--- src/rtl/cdma_dc_pkg.sv ---
// Shared definitions for the CDMA DC response sequencer: FSM encodings and descriptor layout.
package cdma_dc_pkg;

    localparam int DESC_W         = 6;
    localparam int DESC_EOL_BIT   = 5;
    localparam int DESC_BEATS_MSB = 4;

    localparam logic [1:0] ST_IDLE = 2'd0;
    localparam logic [1:0] ST_DESC = 2'd1;
    localparam logic [1:0] ST_BEAT = 2'd2;
    localparam logic [1:0] ST_DONE = 2'd3;

    typedef struct packed {
        logic       eol;
        logic [4:0] beats_m1;
    } desc_t;

    function automatic desc_t desc_unpack(input logic [DESC_W-1:0] pd);
        desc_t d;
        d.eol      = pd[DESC_EOL_BIT];
        d.beats_m1 = pd[DESC_BEATS_MSB:0];
        return d;
    endfunction

endpackage

--- src/rtl/cdma_dc_rsp_ostage.sv ---
// One-entry valid/ready output register carrying CBUF address, payload, last and eol tags.
module cdma_dc_rsp_ostage #(
    parameter int DATA_W = 512,
    parameter int ADDR_W = 12
) (
    input  logic              clk,
    input  logic              reset_,
    input  logic              addr_load,
    input  logic [ADDR_W-1:0] base_addr,
    input  logic [ADDR_W-1:0] wrap_addr,
    input  logic              in_valid,
    input  logic [DATA_W-1:0] in_data,
    input  logic              in_last,
    input  logic              in_eol,
    input  logic              out_ready,
    output logic              out_valid,
    output logic [ADDR_W-1:0] out_addr,
    output logic [DATA_W-1:0] out_data,
    output logic              out_last,
    output logic              out_eol
);

    logic out_fire_s;
    logic [ADDR_W-1:0] addr_next_s;

    assign out_fire_s  = out_valid && out_ready;
    assign addr_next_s = (out_addr == wrap_addr) ? {ADDR_W{1'b0}}
                                                 : out_addr + {{(ADDR_W-1){1'b0}}, 1'b1};

    // Control/tag register: a new beat may only arrive when the slot is empty or draining.
    always_ff @(posedge clk or negedge reset_) begin
        if (!reset_) begin
            out_valid <= 1'b0;
            out_last  <= 1'b0;
            out_eol   <= 1'b0;
            out_addr  <= {ADDR_W{1'b0}};
        end else begin
            if (in_valid) begin
                out_valid <= 1'b1;
                out_last  <= in_last;
                out_eol   <= in_eol;
            end else if (out_fire_s) begin
                out_valid <= 1'b0;
            end
            if (addr_load) begin
                out_addr <= base_addr;
            end else if (out_fire_s) begin
                out_addr <= addr_next_s;
            end
        end
    end

    // Payload register is deliberately left without reset.
    always_ff @(posedge clk) begin
        if (in_valid) begin
            out_data <= in_data;
        end
    end

endmodule

--- src/rtl/cdma_dc_rsp_seq.sv ---
// CDMA DC response sequencer: pops descriptors, counts response beats, forwards them to CBUF.
// Optional build macro CDMA_DC_RSP_PERF_EN adds the perf_stall_cnt output.
module cdma_dc_rsp_seq
    import cdma_dc_pkg::*;
#(
    parameter int DATA_W = 512,
    parameter int ADDR_W = 12,
    parameter int LINE_W = 14
) (
    input  logic              clk,
    input  logic              reset_,
    input  logic              op_load,
    input  logic [ADDR_W-1:0] cfg_base_addr,
    input  logic [ADDR_W-1:0] cfg_wrap_addr,
    input  logic [LINE_W-1:0] cfg_line_num,
    input  logic              desc_req,
    output logic              desc_rdy,
    input  logic [DESC_W-1:0] desc_pd,
    input  logic              rsp_valid,
    output logic              rsp_ready,
    input  logic [DATA_W-1:0] rsp_data,
    output logic              wr_valid,
    input  logic              wr_ready,
    output logic [ADDR_W-1:0] wr_addr,
    output logic [DATA_W-1:0] wr_data,
    output logic              wr_last,
    output logic              wr_eol,
    output logic              op_done
`ifdef CDMA_DC_RSP_PERF_EN
    ,
    output logic [31:0]       perf_stall_cnt
`endif
);

    logic [1:0]        state_r;
    logic [ADDR_W-1:0] cfg_wrap_r;
    logic [LINE_W-1:0] cfg_line_num_r;
    logic [LINE_W-1:0] line_cnt_r;
    logic              eol_r;
    logic [4:0]        beats_m1_r;
    logic [4:0]        beat_cnt_r;

    logic   op_start_s;
    logic   rsp_fire_s;
    logic   beat_last_s;
    logic   out_free_s;
    desc_t  desc_s;

    assign desc_s      = desc_unpack(desc_pd);
    assign op_start_s  = op_load && (state_r == ST_IDLE);
    assign out_free_s  = !wr_valid || wr_ready;
    assign desc_rdy    = (state_r == ST_DESC);
    assign rsp_ready   = (state_r == ST_BEAT) && out_free_s;
    assign rsp_fire_s  = rsp_valid && rsp_ready;
    assign beat_last_s = (beat_cnt_r == beats_m1_r);

    // Sequencer FSM: descriptor pop, beat counting and end-of-operation detection.
    always_ff @(posedge clk or negedge reset_) begin
        if (!reset_) begin
            state_r        <= ST_IDLE;
            cfg_wrap_r     <= {ADDR_W{1'b0}};
            cfg_line_num_r <= {LINE_W{1'b0}};
            line_cnt_r     <= {LINE_W{1'b0}};
            eol_r          <= 1'b0;
            beats_m1_r     <= 5'd0;
            beat_cnt_r     <= 5'd0;
            op_done        <= 1'b0;
        end else begin
            op_done <= 1'b0;
            case (state_r)
                ST_IDLE: begin
                    if (op_load) begin
                        cfg_wrap_r     <= cfg_wrap_addr;
                        cfg_line_num_r <= cfg_line_num;
                        line_cnt_r     <= {LINE_W{1'b0}};
                        state_r        <= ST_DESC;
                    end
                end
                ST_DESC: begin
                    if (desc_req) begin
                        eol_r      <= desc_s.eol;
                        beats_m1_r <= desc_s.beats_m1;
                        beat_cnt_r <= 5'd0;
                        state_r    <= ST_BEAT;
                    end
                end
                ST_BEAT: begin
                    if (rsp_fire_s) begin
                        beat_cnt_r <= beat_cnt_r + 5'd1;
                        if (beat_last_s) begin
                            if (eol_r) begin
                                line_cnt_r <= line_cnt_r + {{(LINE_W-1){1'b0}}, 1'b1};
                            end
                            state_r <= (eol_r && (line_cnt_r == cfg_line_num_r)) ? ST_DONE : ST_DESC;
                        end
                    end
                end
                ST_DONE: begin
                    // Completion waits for the final beat to leave the output stage.
                    if (out_free_s) begin
                        op_done <= 1'b1;
                        state_r <= ST_IDLE;
                    end
                end
                default: begin
                    state_r <= ST_IDLE;
                end
            endcase
        end
    end

    cdma_dc_rsp_ostage #(
        .DATA_W (DATA_W),
        .ADDR_W (ADDR_W)
    ) u_ostage (
        .clk       (clk),
        .reset_    (reset_),
        .addr_load (op_start_s),
        .base_addr (cfg_base_addr),
        .wrap_addr (cfg_wrap_r),
        .in_valid  (rsp_fire_s),
        .in_data   (rsp_data),
        .in_last   (beat_last_s),
        .in_eol    (beat_last_s && eol_r),
        .out_ready (wr_ready),
        .out_valid (wr_valid),
        .out_addr  (wr_addr),
        .out_data  (wr_data),
        .out_last  (wr_last),
        .out_eol   (wr_eol)
    );

`ifdef CDMA_DC_RSP_PERF_EN
    // Saturating count of cycles where the CBUF arbiter back-pressures a pending write.
    always_ff @(posedge clk or negedge reset_) begin
        if (!reset_) begin
            perf_stall_cnt <= 32'd0;
        end else if (op_start_s) begin
            perf_stall_cnt <= 32'd0;
        end else if (wr_valid && !wr_ready && (perf_stall_cnt != 32'hFFFF_FFFF)) begin
            perf_stall_cnt <= perf_stall_cnt + 32'd1;
        end
    end
`endif

endmodule

--- config.mk ---
export PLATFORM = sky130hd
export DESIGN_NAME = cdma_dc_rsp_seq
export DESIGN_NICKNAME = d
export VERILOG_FILES = /design/src/rtl/cdma_dc_pkg.sv /design/src/rtl/cdma_dc_rsp_ostage.sv /design/src/rtl/cdma_dc_rsp_seq.sv
export SDC_FILE = /design/constraint.sdc
export NUM_CORES = 1
export LEC_CHECK = 0
export CAP_MARGIN = 15
export CELL_PAD_IN_SITES_DETAIL_PLACEMENT = 1
export CELL_PAD_IN_SITES_GLOBAL_PLACEMENT = 1
export CORE_AREA = 5 5 423 425
export CTS_BUF_LIST = sky130_fd_sc_hd__clkbuf_4 sky130_fd_sc_hd__clkbuf_8
export DETAILED_ROUTE_END_ITERATION = 12
export DIE_AREA = 0 0 428 430
export GPL_ROUTABILITY_DRIVEN = 0
export PLACE_DENSITY = 0.46
export SYNTH_ARGS = -nofsm -noshare
export SYNTH_HDL_FRONTEND = slang
export SYNTH_SLANG_ARGS = --single-unit
--- constraint.sdc ---
create_clock -name clk -period 11 [get_ports clk]
set_input_delay 1.1 -clock clk [delete_from_list [all_inputs] [get_ports clk]]
set_output_delay 1.1 -clock clk [all_outputs]
set_load 0.01 [all_outputs]
==> results.md, run 1 <==
* Status: complete, no violations
* Vias/cell at 3.039
* Hold Path Class: reg2reg
* Max cap viols at 0
* Routed wire length on met3 at 8754 um
* Crit-path max FO at 256
* Cell Pwr Density at 189.7 nW/um^2
* CTS tree: built
* Die W at 428 um
* Routed vias at 13900
* I/O pin count at 1092
* Startpoint types: input pin
* Initial DRC count at 803
* HPWL after detailed placement at 98200 um
* Worst setup EP type: flop
* Slew Limit Fails at 0
* Placement Cell Area at 32890 sq um
* GRT overflow at 0
* CP Cell Sequence: clkdlybuf4s50_1 -> nor2b_2 -> nor2_4 -> nand2_4 -> clkinv_16 -> buf_4 -> buf_12
* Synth cell types at 51
* First-pass GRT wire length at 151500 um
* Synth Flop Type: edfxtp_1
* Post-Synthesis Cells at 928
* Post-synth EDFFs at 512
* P_leak at 11.89 nW
* Fillers at 19490
* Worst Max-Slew Pin Slew at 1189 ps
* Clock buffer depth at 3
* Final Hold Vio Count at 0
* Mapped Nets at 1493
* Setup Skew at 56.73 ps
* Post-Syn Area at 19070 sq um
* Post-place setup slack at 6232 ps
* Core box area at 175000 sq um
* Crit path DAT at 4490 ps
* Number of setup violations in the final report at 0
* I/O Buffers at 1091
* Worst IR drop on VDD at 0.0001331 V
* Area delta synth->final at 84.89%
* Final net count at 2690
* Mapped Avg Cell Area at 20.55 sq um
* RSZ-0062 raised after global routing: false
* Root Driver: clkbuf_8
* Clk pin slew, worst setup/hold paths at 60 ps
* Multi-input logic area at 1848 sq um
* CP delay by family, top: buffers and inverters
* Ys async rst share at 11.88%
* CP Buf/Inv Count at 4
* DRC viols at 0
* Flops & latches, synth at 581
* H-tree depth at 3
* Overall Power at 6.688 mW
* Initial antenna violation count at 95
* Met1 WL at 45740 um
* Non-Filler Instances at 4574
* Share of layout cells above drive strength 1 at 9.251%
* Ys Warns at 0
* CP Class: in2reg
* Clk_lat worst skew at 830 ps
* Slew Limit Headroom at 20.72%
* Register area at 17100 sq um
* Vias in the first global route at 14390
* Cell Count Post-Placement at 4346
* ANT nets after route at 0
* Starting density of the core at 10.90%
* DR top layer: met5
* Core Util, Final at 20.15%
* Slowest library cell on the worst path: buf_4
* Total Routing Usage GR at 12.39%
* Register area share after synthesis at 89.69%
* Final WS setup at 6922 ps
* Max Fclk at 245.2 MHz
* Synth top area share at 80.63%
* Num rows at 154
* R2R setup slack at 7180 ps
* Largest net degree at the start of global routing at 257
* CP Data Required Time at 11410 ps
* Die H at 430 um
* Tmin final at 4078 ps
* Total CTS buffers at 116
* Design area at 35260 sq um
* Slowest stage delay, CP at 820 ps
* Biggest area consumer among synthesized cells: edfxtp_1
* Met2 WL at 61120 um
* Setup_tns at 0 ps
* Sinks on Clock Net at 581
* Die area at 184000 sq um
* First-pass iteration count of the detailed router at 4
* Final hold slack at 495.6 ps
* Wire per inst at 26.03 um
* Largest cells by area after synthesis: edfxtp_1 81%, dfrtp_1 9.1%, nand2_1 2.5%
* WL final at 119100 um
* Final worst-path cycle share at 37.08%
==> cells in the mapped netlist (4+ instances only) <==
cell and number:
a211o_1 7, a21oi_1 19, a31oi_1 4, and3_1 13, clkbuf_1 12, dfrtp_1 69, edfxtp_1 512, nand2_1 127
nand3_1 23, nand4_1 8, nor2_1 11, nor3_1 4, nor4_1 5, o21ai_0 16, o31ai_1 6, or4_1 10
xnor2_1 15, xor2_1 19
==> worst min-delay path, cell delays in order (launching register included) <==
cell and delay, ps:
dfrtp_1 350, nand2_1 50, nand2_1 60
==> kinds of logic after synthesis <==
| group | count (synthesis) | share of synthesized area [%] |
|---|---|---|
| AOI/OAI and AO/OA | 65 | 2.165 |
| xor gates and xnor gates | 34 | 1.562 |
| adders and majority gates | 3 | 0.1969 |
| buffers and inverters | 23 | 0.6233 |
| DFF | 581 | 89.69 |
| muxes | 1 | 0.05905 |
| and+or+nand+nor | 221 | 5.709 |
==> area by class of cell <==
cell class,count,area share (%)
Multi-Input combinational cell,324,5.242
Clock inverter,51,1.118
Inverter,5,0.1278
Sequential cell,581,48.51
Tap cell,2340,8.305
Antenna cell,18,0.1278
Timing Repair Buffer,1097,31.13
Clock buffer,158,5.441
==> layer usage <==
metal  vias up  track usage, %
met4         6           3.452
met5         -               0
met2       680           22.03
met3       278           3.847
met1      6936           14.33
li1       6000               -
==> worst paths after layout <==
check / start / endpoint / cells after the start
max: wr_ready / u_ostage.out_data[78] / 7
min: eol_r / eol_r / 2
max reg2reg: state_r[1] / u_ostage.out_data[78] / 6
min reg2reg: eol_r / eol_r / 2
max in group asynchronous: reset_ / cfg_line_num_r[7] / 3
min in group asynchronous: reset_ / cfg_wrap_r[2] / 2
==> power by group <==
part	internal, mW	total [mW]	switching, mW
Combinational	0.686	1.42	0.733
Clock	1.23	2.28	1.06
Sequential	2.80	2.98	0.186
Total	4.71	6.69	1.98
==> registers in the layout (all words and copies together), names as in the netlist, 2 cells and up <==
signal / count
u_ostage.out_data: 512
cfg_line_num_r: 14
line_cnt_r: 14
cfg_wrap_r: 12
u_ostage.out_addr: 12
beat_cnt_r: 5
beats_m1_r: 5
state_r: 2
==> cell usage in the layout, fill, tap and decap left out, drive strengths merged, types with 2 or more instances in the layout <==
cell type / count
xnor2: 15
a211o: 7
bufinv: 4
a31oi: 4
nor2: 13
o31ai: 6
o41ai: 3
o21ai: 16
nand4: 9
clkbuf: 158
inv: 7
a21oi: 19
dfrtp: 69
nor4: 6
nor3: 6
buf: 6
nand2b: 2
nand3: 23
and4: 2
and3: 14
diode: 18
clkdlybuf4s50: 1090
xor2: 19
and2: 4
nand2: 128
clkinv: 39
o21a: 3
clkinvlp: 6
a22oi: 2
ha: 3
edfxtp: 512
or4: 10
==> timing repair <==
action	in CTS	in global routing
hold buffers	1	0
buffers inserted	0	0
endpoints found under the hold margin	6	0
resized for setup	0	0
(Power assumes the default switching activity.)
==> run 2, diff against run 1 <==
==> constraint.sdc (replaced) <==
create_clock -name clk -period 4.25 [get_ports clk]
set_input_delay 0.425 -clock clk [delete_from_list [all_inputs] [get_ports clk]]
set_output_delay 0.425 -clock clk [all_outputs]
set_load 0.01 [all_outputs]
==> results.md, run 2 (synthesis gave the netlist of run 1 again) <==
* FF-to-FF End: u_ostage.out_data[131]
* Die H at 430 um (unchanged)
* Setup crit end: rsp_ready
* Vias in the first global route at 15860 (+10%)
* Vias/cell at 3.094 (+1.8%)
* Setup Skew at 47.93 ps (-8.797 ps)
* ANT nets after route at 0 (unchanged)
* Starting density of the core at 10.90% (unchanged)
* HPWL after detailed placement at 101700 um (+3.6%)
* I/O Buffers at 1091 (unchanged)
* Commonest non-fill, non-tap cells in the layout: 1090 x clkdlybuf4s50_1, 512 x edfxtp_1, 222 x dlygate4sd3_1
* Number of setup violations in the final report at 0 (unchanged)
* R2R setup slack at 1680 ps (-5500 ps)
* Top reg by flops: u_ostage.out_data
* Final Hold Vio Count at 0 (unchanged)
* Total Routing Usage GR at 12.89% (+0.50 points)
* Die area at 184000 sq um (unchanged)
* Status: complete, no violations
* Cell Pwr Density at 464.7 nW/um^2 (+140%)
* Worst setup EP type: primary output
* Routed vias at 14830 (+6.7%)
* Num rows at 154 (unchanged)
* Clock buffer depth at 3 (unchanged)
* Startpoint types: flop
* Hold Path Class: in2reg
* Fillers at 19420 (-0.37%)
* RSZ-0062 raised after global routing: false
* Core box area at 175000 sq um (unchanged)
* First-pass iteration count of the detailed router at 4 (unchanged)
* Final worst-path cycle share at 65.50%
* R2R Path Start: state_r[1]
* Share of layout cells above drive strength 1 at 8.715% (-0.54 points)
* First-pass GRT wire length at 158900 um (+4.9%)
* Sinks on Clock Net at 581 (unchanged)
* Largest net degree at the start of global routing at 138 (-46%)
* Setup_tns at 0 ps (unchanged)
* CP Launch Point: state_r[1]
* Final net count at 2917 (+8.4%)
* CTS tree: built
* Overall Power at 17.39 mW (+160%)
* DRC viols at 0 (unchanged)
* Max cap viols at 0 (unchanged)
* GRT overflow at 0 (unchanged)
* Tmin final at 2784 ps
* Reg2reg path depth at 5 (-1)
* Crit-path max FO at 8 (-97%)
* Area delta synth->final at 96.30%
* Slew Limit Headroom at 32.33% (+12 points)
* Wire per inst at 25.77 um (-0.98%)
* P_leak at 12.84 nW (+8.0%)
* Max Fclk at 359.2 MHz
* Worst IR drop on VDD at 0.0002080 V (+56%)
* CP Class: reg2out
* Commonest non-fill, non-tap cell in the layout: clkdlybuf4s50_1
* Root Driver: clkbuf_8
* Die W at 428 um (unchanged)
* Multi-input logic area at 1848 sq um (unchanged)
* Crit path DAT at 2360 ps (-2130 ps)
* Max reg flops at 512 (unchanged)
* Post-place setup slack at 1262 ps (-4970 ps)
* I/O pin count at 1092 (unchanged)
* Slew Limit Fails at 0 (unchanged)
* WL final at 123500 um (+3.8%)
* Biggest regs: u_ostage.out_data (512), cfg_line_num_r (14), line_cnt_r (14)
* H-tree depth at 3 (unchanged)
* Final WS setup at 1466 ps (-5455 ps)
* Clk_lat worst skew at 820 ps (about the same)
* Initial DRC count at 655 (-18%)
* Initial antenna violation count at 81 (-15%)
* CP Data Required Time at 3830 ps (-7580 ps)
* Clk pin slew, worst setup/hold paths at 70 ps (about the same)
* Register area at 17100 sq um (unchanged)
* Total CTS buffers at 116 (unchanged)
* Post-CTS resize count at 0 (unchanged)
* Worst Max-Slew Pin Slew at 1010 ps (-179.5 ps)
run 2: timing repair:
action                                 CTS  global route
endpoints found under the hold margin  289             0
hold buffers                           222             0
setup buffers                            0             0
run 2: per-stage QoR:
stage	cell area (sq um)	utilization, %	cells	hold slack (ps)
floorplan	19080	-	928	129.4
global placement	32950	18.83	4352	427.2
detailed placement	32950	18.83	4352	433.6
CTS	37410	21.38	4784	0.06734
global route	37420	21.39	4789	23.36
finish	37430	21.39	4793	176.0
run 2: worst min-delay path by stage:
stage	start	to	slack, ps	depth (start not counted)
floorplan	reset_	beat_cnt_r[0]	130	0
global placement	reset_	cfg_wrap_r[1]	430	1
detailed placement	reset_	cfg_wrap_r[1]	430	1
CTS	rsp_data[350]	u_ostage.out_data[350]	0.07	1
global route	rsp_data[256]	u_ostage.out_data[256]	20	1
finish	rsp_data[446]	u_ostage.out_data[446]	180	1
run 2: layout make-up:
| cell class | instances | share of cell area (%) |
|---|---|---|
| flip-flops and latches | 581 | 45.69 |
| clock buffers | 156 | 5.118 |
| well taps | 2340 | 7.822 |
| multi-input cells | 324 | 4.937 |
| repair buffers | 1324 | 35.39 |
| diodes | 9 | 0.06017 |
| inverters | 5 | 0.1203 |
| clock inverters | 54 | 0.8691 |
run 2: routing by layer:
layer | vias up | global-route usage [%] | routed length [um]
li1 | 6451 | - | -
met1 | 7412 | 14.09 | 45660
met2 | 705 | 23.33 | 64090
met3 | 261 | 5.166 | 10190
met4 | 0 | 2.982 | 3589
met5 | - | 0 | 0
run 2: power breakdown:
| part | total [mW] | switching [mW] | internal, mW |
|---|---|---|---|
| Sequential | 7.73 | 0.497 | 7.23 |
| Combinational | 3.93 | 1.99 | 1.93 |
| Clock | 5.74 | 2.69 | 3.04 |
run 2: worst max-delay path, cell delays in order (launching register included):
cell,delay (ps)
dfrtp_1,530
nand2b_4,130
nor2_4,130
clkdlybuf4s50_1,740
==> run 3, diff against run 2 <==
==> constraint.sdc (replaced) <==
create_clock -name clk -period 2.8 [get_ports clk]
set_input_delay 0.28 -clock clk [delete_from_list [all_inputs] [get_ports clk]]
set_output_delay 0.28 -clock clk [all_outputs]
set_load 0.01 [all_outputs]
==> results.md, run 3 (synthesis gave the netlist of run 1 again) <==
* H-tree depth at 3 (unchanged)
* Clk pin slew, worst setup/hold paths at 60 ps (about the same)
* WL final at 123000 um (-0.45%)
* Post-CTS resize count at 0 (unchanged)
* I/O Buffers at 1091 (unchanged)
* CP Data Required Time at 2520 ps (-1310 ps)
* Hold Buf Count CTS at 520 (+130%)
* Die area at 184000 sq um (unchanged)
* Setup Skew at 70.14 ps (+22.20 ps)
* I/O pin count at 1092 (unchanged)
* Routed vias at 16090 (+8.5%)
* Hold Path Class: in2async
* Top reg by flops: u_ostage.out_data
* Setup_tns at 0 ps (unchanged)
* Die W at 428 um (unchanged)
* Tmin final at 2588 ps
* Post-place setup slack at 310.6 ps (-951.7 ps)
* Max Fclk at 386.4 MHz
* DRC viols at 0 (unchanged)
* Fillers at 19400 (-0.098%)
* Sinks on Clock Net at 581 (unchanged)
* ANT nets after route at 0 (unchanged)
* Max reg flops at 512 (unchanged)
* Internal at 19.29 mW (+58%)
* HPWL after detailed placement at 99970 um (-1.7%)
* CP Class: reg2out
* First-pass GRT wire length at 161100 um (+1.4%)
* Worst Max-Slew Pin Slew at 1016 ps (+6.827 ps)
* Design area at 40780 sq um (+8.9%)
* Share of layout cells above drive strength 1 at 8.074% (-0.64 points)
* Initial antenna violation count at 54 (-33%)
* Logic pwr share at 23.8% (+1.2 points)
* CTS tree: built
* Switching power at 8.030 mW (+55%)
* Sw Ratio at 29.39% (-0.43 points)
* Seq pwr share at 42.9% (-1.5 points)
* Starting density of the core at 10.90% (unchanged)
* Root Driver: clkbuf_8
* Cell Pwr Density at 670.0 nW/um^2 (+44%)
* Vias/cell at 3.142 (+1.6%)
* Status: complete, no violations
* Placement Cell Area at 33160 sq um (+0.65%)
* Crit path DAT at 2310 ps (-50 ps)
* Clock buffer depth at 3 (unchanged)
* Worst IR drop on VDD at 0.0003289 V (+58%)
* Biggest regs: u_ostage.out_data (512), cfg_line_num_r (14), line_cnt_r (14)
* First-pass iteration count of the detailed router at 4 (unchanged)
* Startpoint types: flop
* Post-CTS setup buffer count at 0 (unchanged)
* Initial DRC count at 793 (+21%)
* Total CTS buffers at 116 (unchanged)
* Commonest non-fill, non-tap cell in the layout: clkdlybuf4s50_1
* Final net count at 3230 (+11%)
* Multi-input logic area at 1848 sq um (unchanged)
* Slew Limit Headroom at 32.24% (-0.088 points)
* Clock share of power at 33.3% (+0.3 points)
* Slew Limit Fails at 0 (unchanged)
* Slowest stage delay, CP at 670 ps (-70 ps)
* Wire per inst at 24.01 um (-6.8%)
* Final WS setup at 211.9 ps (-1254 ps)
* Max cap viols at 0 (unchanged)
* Core Util, Final at 23.31% (+1.9 points)
* P_leak at 14.24 nW (+11%)
* Clk_lat worst skew at 830 ps (about the same)
* Die H at 430 um (unchanged)
* Commonest non-fill, non-tap cells in the layout: 1090 x clkdlybuf4s50_1, 520 x dlygate4sd3_1, 512 x edfxtp_1
* Number of setup violations in the final report at 0 (unchanged)
* Num rows at 154 (unchanged)
* Crit-path max FO at 5 (-3)
* Final worst-path cycle share at 92.43%
* Register area at 17100 sq um (unchanged)
* Core box area at 175000 sq um (unchanged)
* CP Cell Sequence: nor2b_2 -> buf_4 -> nor2_4 -> clkdlybuf4s50_1
* Total Routing Usage GR at 12.79% (-0.098 points)
* Area delta synth->final at 113.9%
* Worst setup EP type: primary output
* Vias in the first global route at 17710 (+12%)
* Largest net degree at the start of global routing at 124 (-10%)
* GRT overflow at 0 (unchanged)
* RSZ-0062 raised after global routing: false
* Final Hold Vio Count at 0 (unchanged)
* Slowest library cell on the worst path: clkdlybuf4s50_1
* Overall Power at 27.32 mW (+57%)
==> run 3: cell types whose count changed in the layout (fill, tap and decap cells not counted), moves of 5 or more <==
| cell | previous run | this run |
|---|---|---|
| diode_2 | 9 | 19 |
| bufinv_16 | 2 | 7 |
| buf_12 | 2 | 10 |
| clkbuf_4 | 37 | 26 |
| buf_4 | 9 | 16 |
| clkinv_1 | 26 | 36 |
| dlygate4sd3_1 | 222 | 520 |
==> run 3: area by class of cell <==
cell class / count / share of cell area (%)
sequential: 581 / 41.94
tap: 2340 / 7.179
clock inverter: 68 / 1.249
clock buffer: 147 / 4.562
antenna: 19 / 0.1166
timing repair buffer: 1637 / 40.32
multi-input combinational: 324 / 4.532
inverter: 5 / 0.1105
==> run 3: final timing paths <==
| path | cells after the start | endpoint | slack (ps) | from |
|---|---|---|---|---|
| max | 4 | rsp_ready | 210 | u_ostage.out_valid |
| min | 3 | cfg_wrap_r[10] | 120 | reset_ |
| max reg2reg | 6 | u_ostage.out_data[193] | 600 | u_ostage.out_valid |
| min reg2reg | 2 | cfg_wrap_r[8] | 500 | cfg_wrap_r[8] |
| max in group asynchronous | 3 | cfg_line_num_r[3] | 1520 | reset_ |
| min in group clk | 3 | cfg_wrap_r[11] | 140 | cfg_wrap_addr[11] |
==> run 3: metal layers <==
layer | vias to the layer above | part of all wire, % | track usage (%) | wire length, um
met1 | 8080 | 37 | 13.91 | 45700
met3 | 221 | 8.6 | 5.225 | 10620
met5 | - | 0.045 | 0 | 55
li1 | 7094 | - | - | -
met4 | 8 | 3.0 | 5.023 | 3683
met2 | 687 | 51 | 22.17 | 62920
==> run 3: metrics by stage <==
stage / std cells / hold WS (ps)
6_report: 5121 / 117.4
3_3_place_gp: 4367 / 285.1
4_1_cts: 5102 / 2.771
3_5_place_dp: 4367 / 292.8
5_1_grt: 5118 / 63.17
2_1_floorplan: 928 / -15.59
==> run 3: worst max-delay path: cells and delay by family, from the launching register on <==
family                 cells  cell delay [ps]
DFF                        1              410
buffers and inverters      2              830
and+or+nand+nor            2              290
==> run 3: power by group through the flow <==
| stage | sequential (mW) | clock, mW | combinational [mW] |
|---|---|---|---|
| after floorplan | 12.1 | 0 | 1.55 |
| after global placement | 11.9 | 0 | 5.95 |
| after detailed placement | 11.9 | 0 | 5.97 |
| after CTS | 11.7 | 9.58 | 6.72 |
| after global routing | 11.8 | 9.96 | 7.00 |
| final | 11.7 | 9.11 | 6.50 |
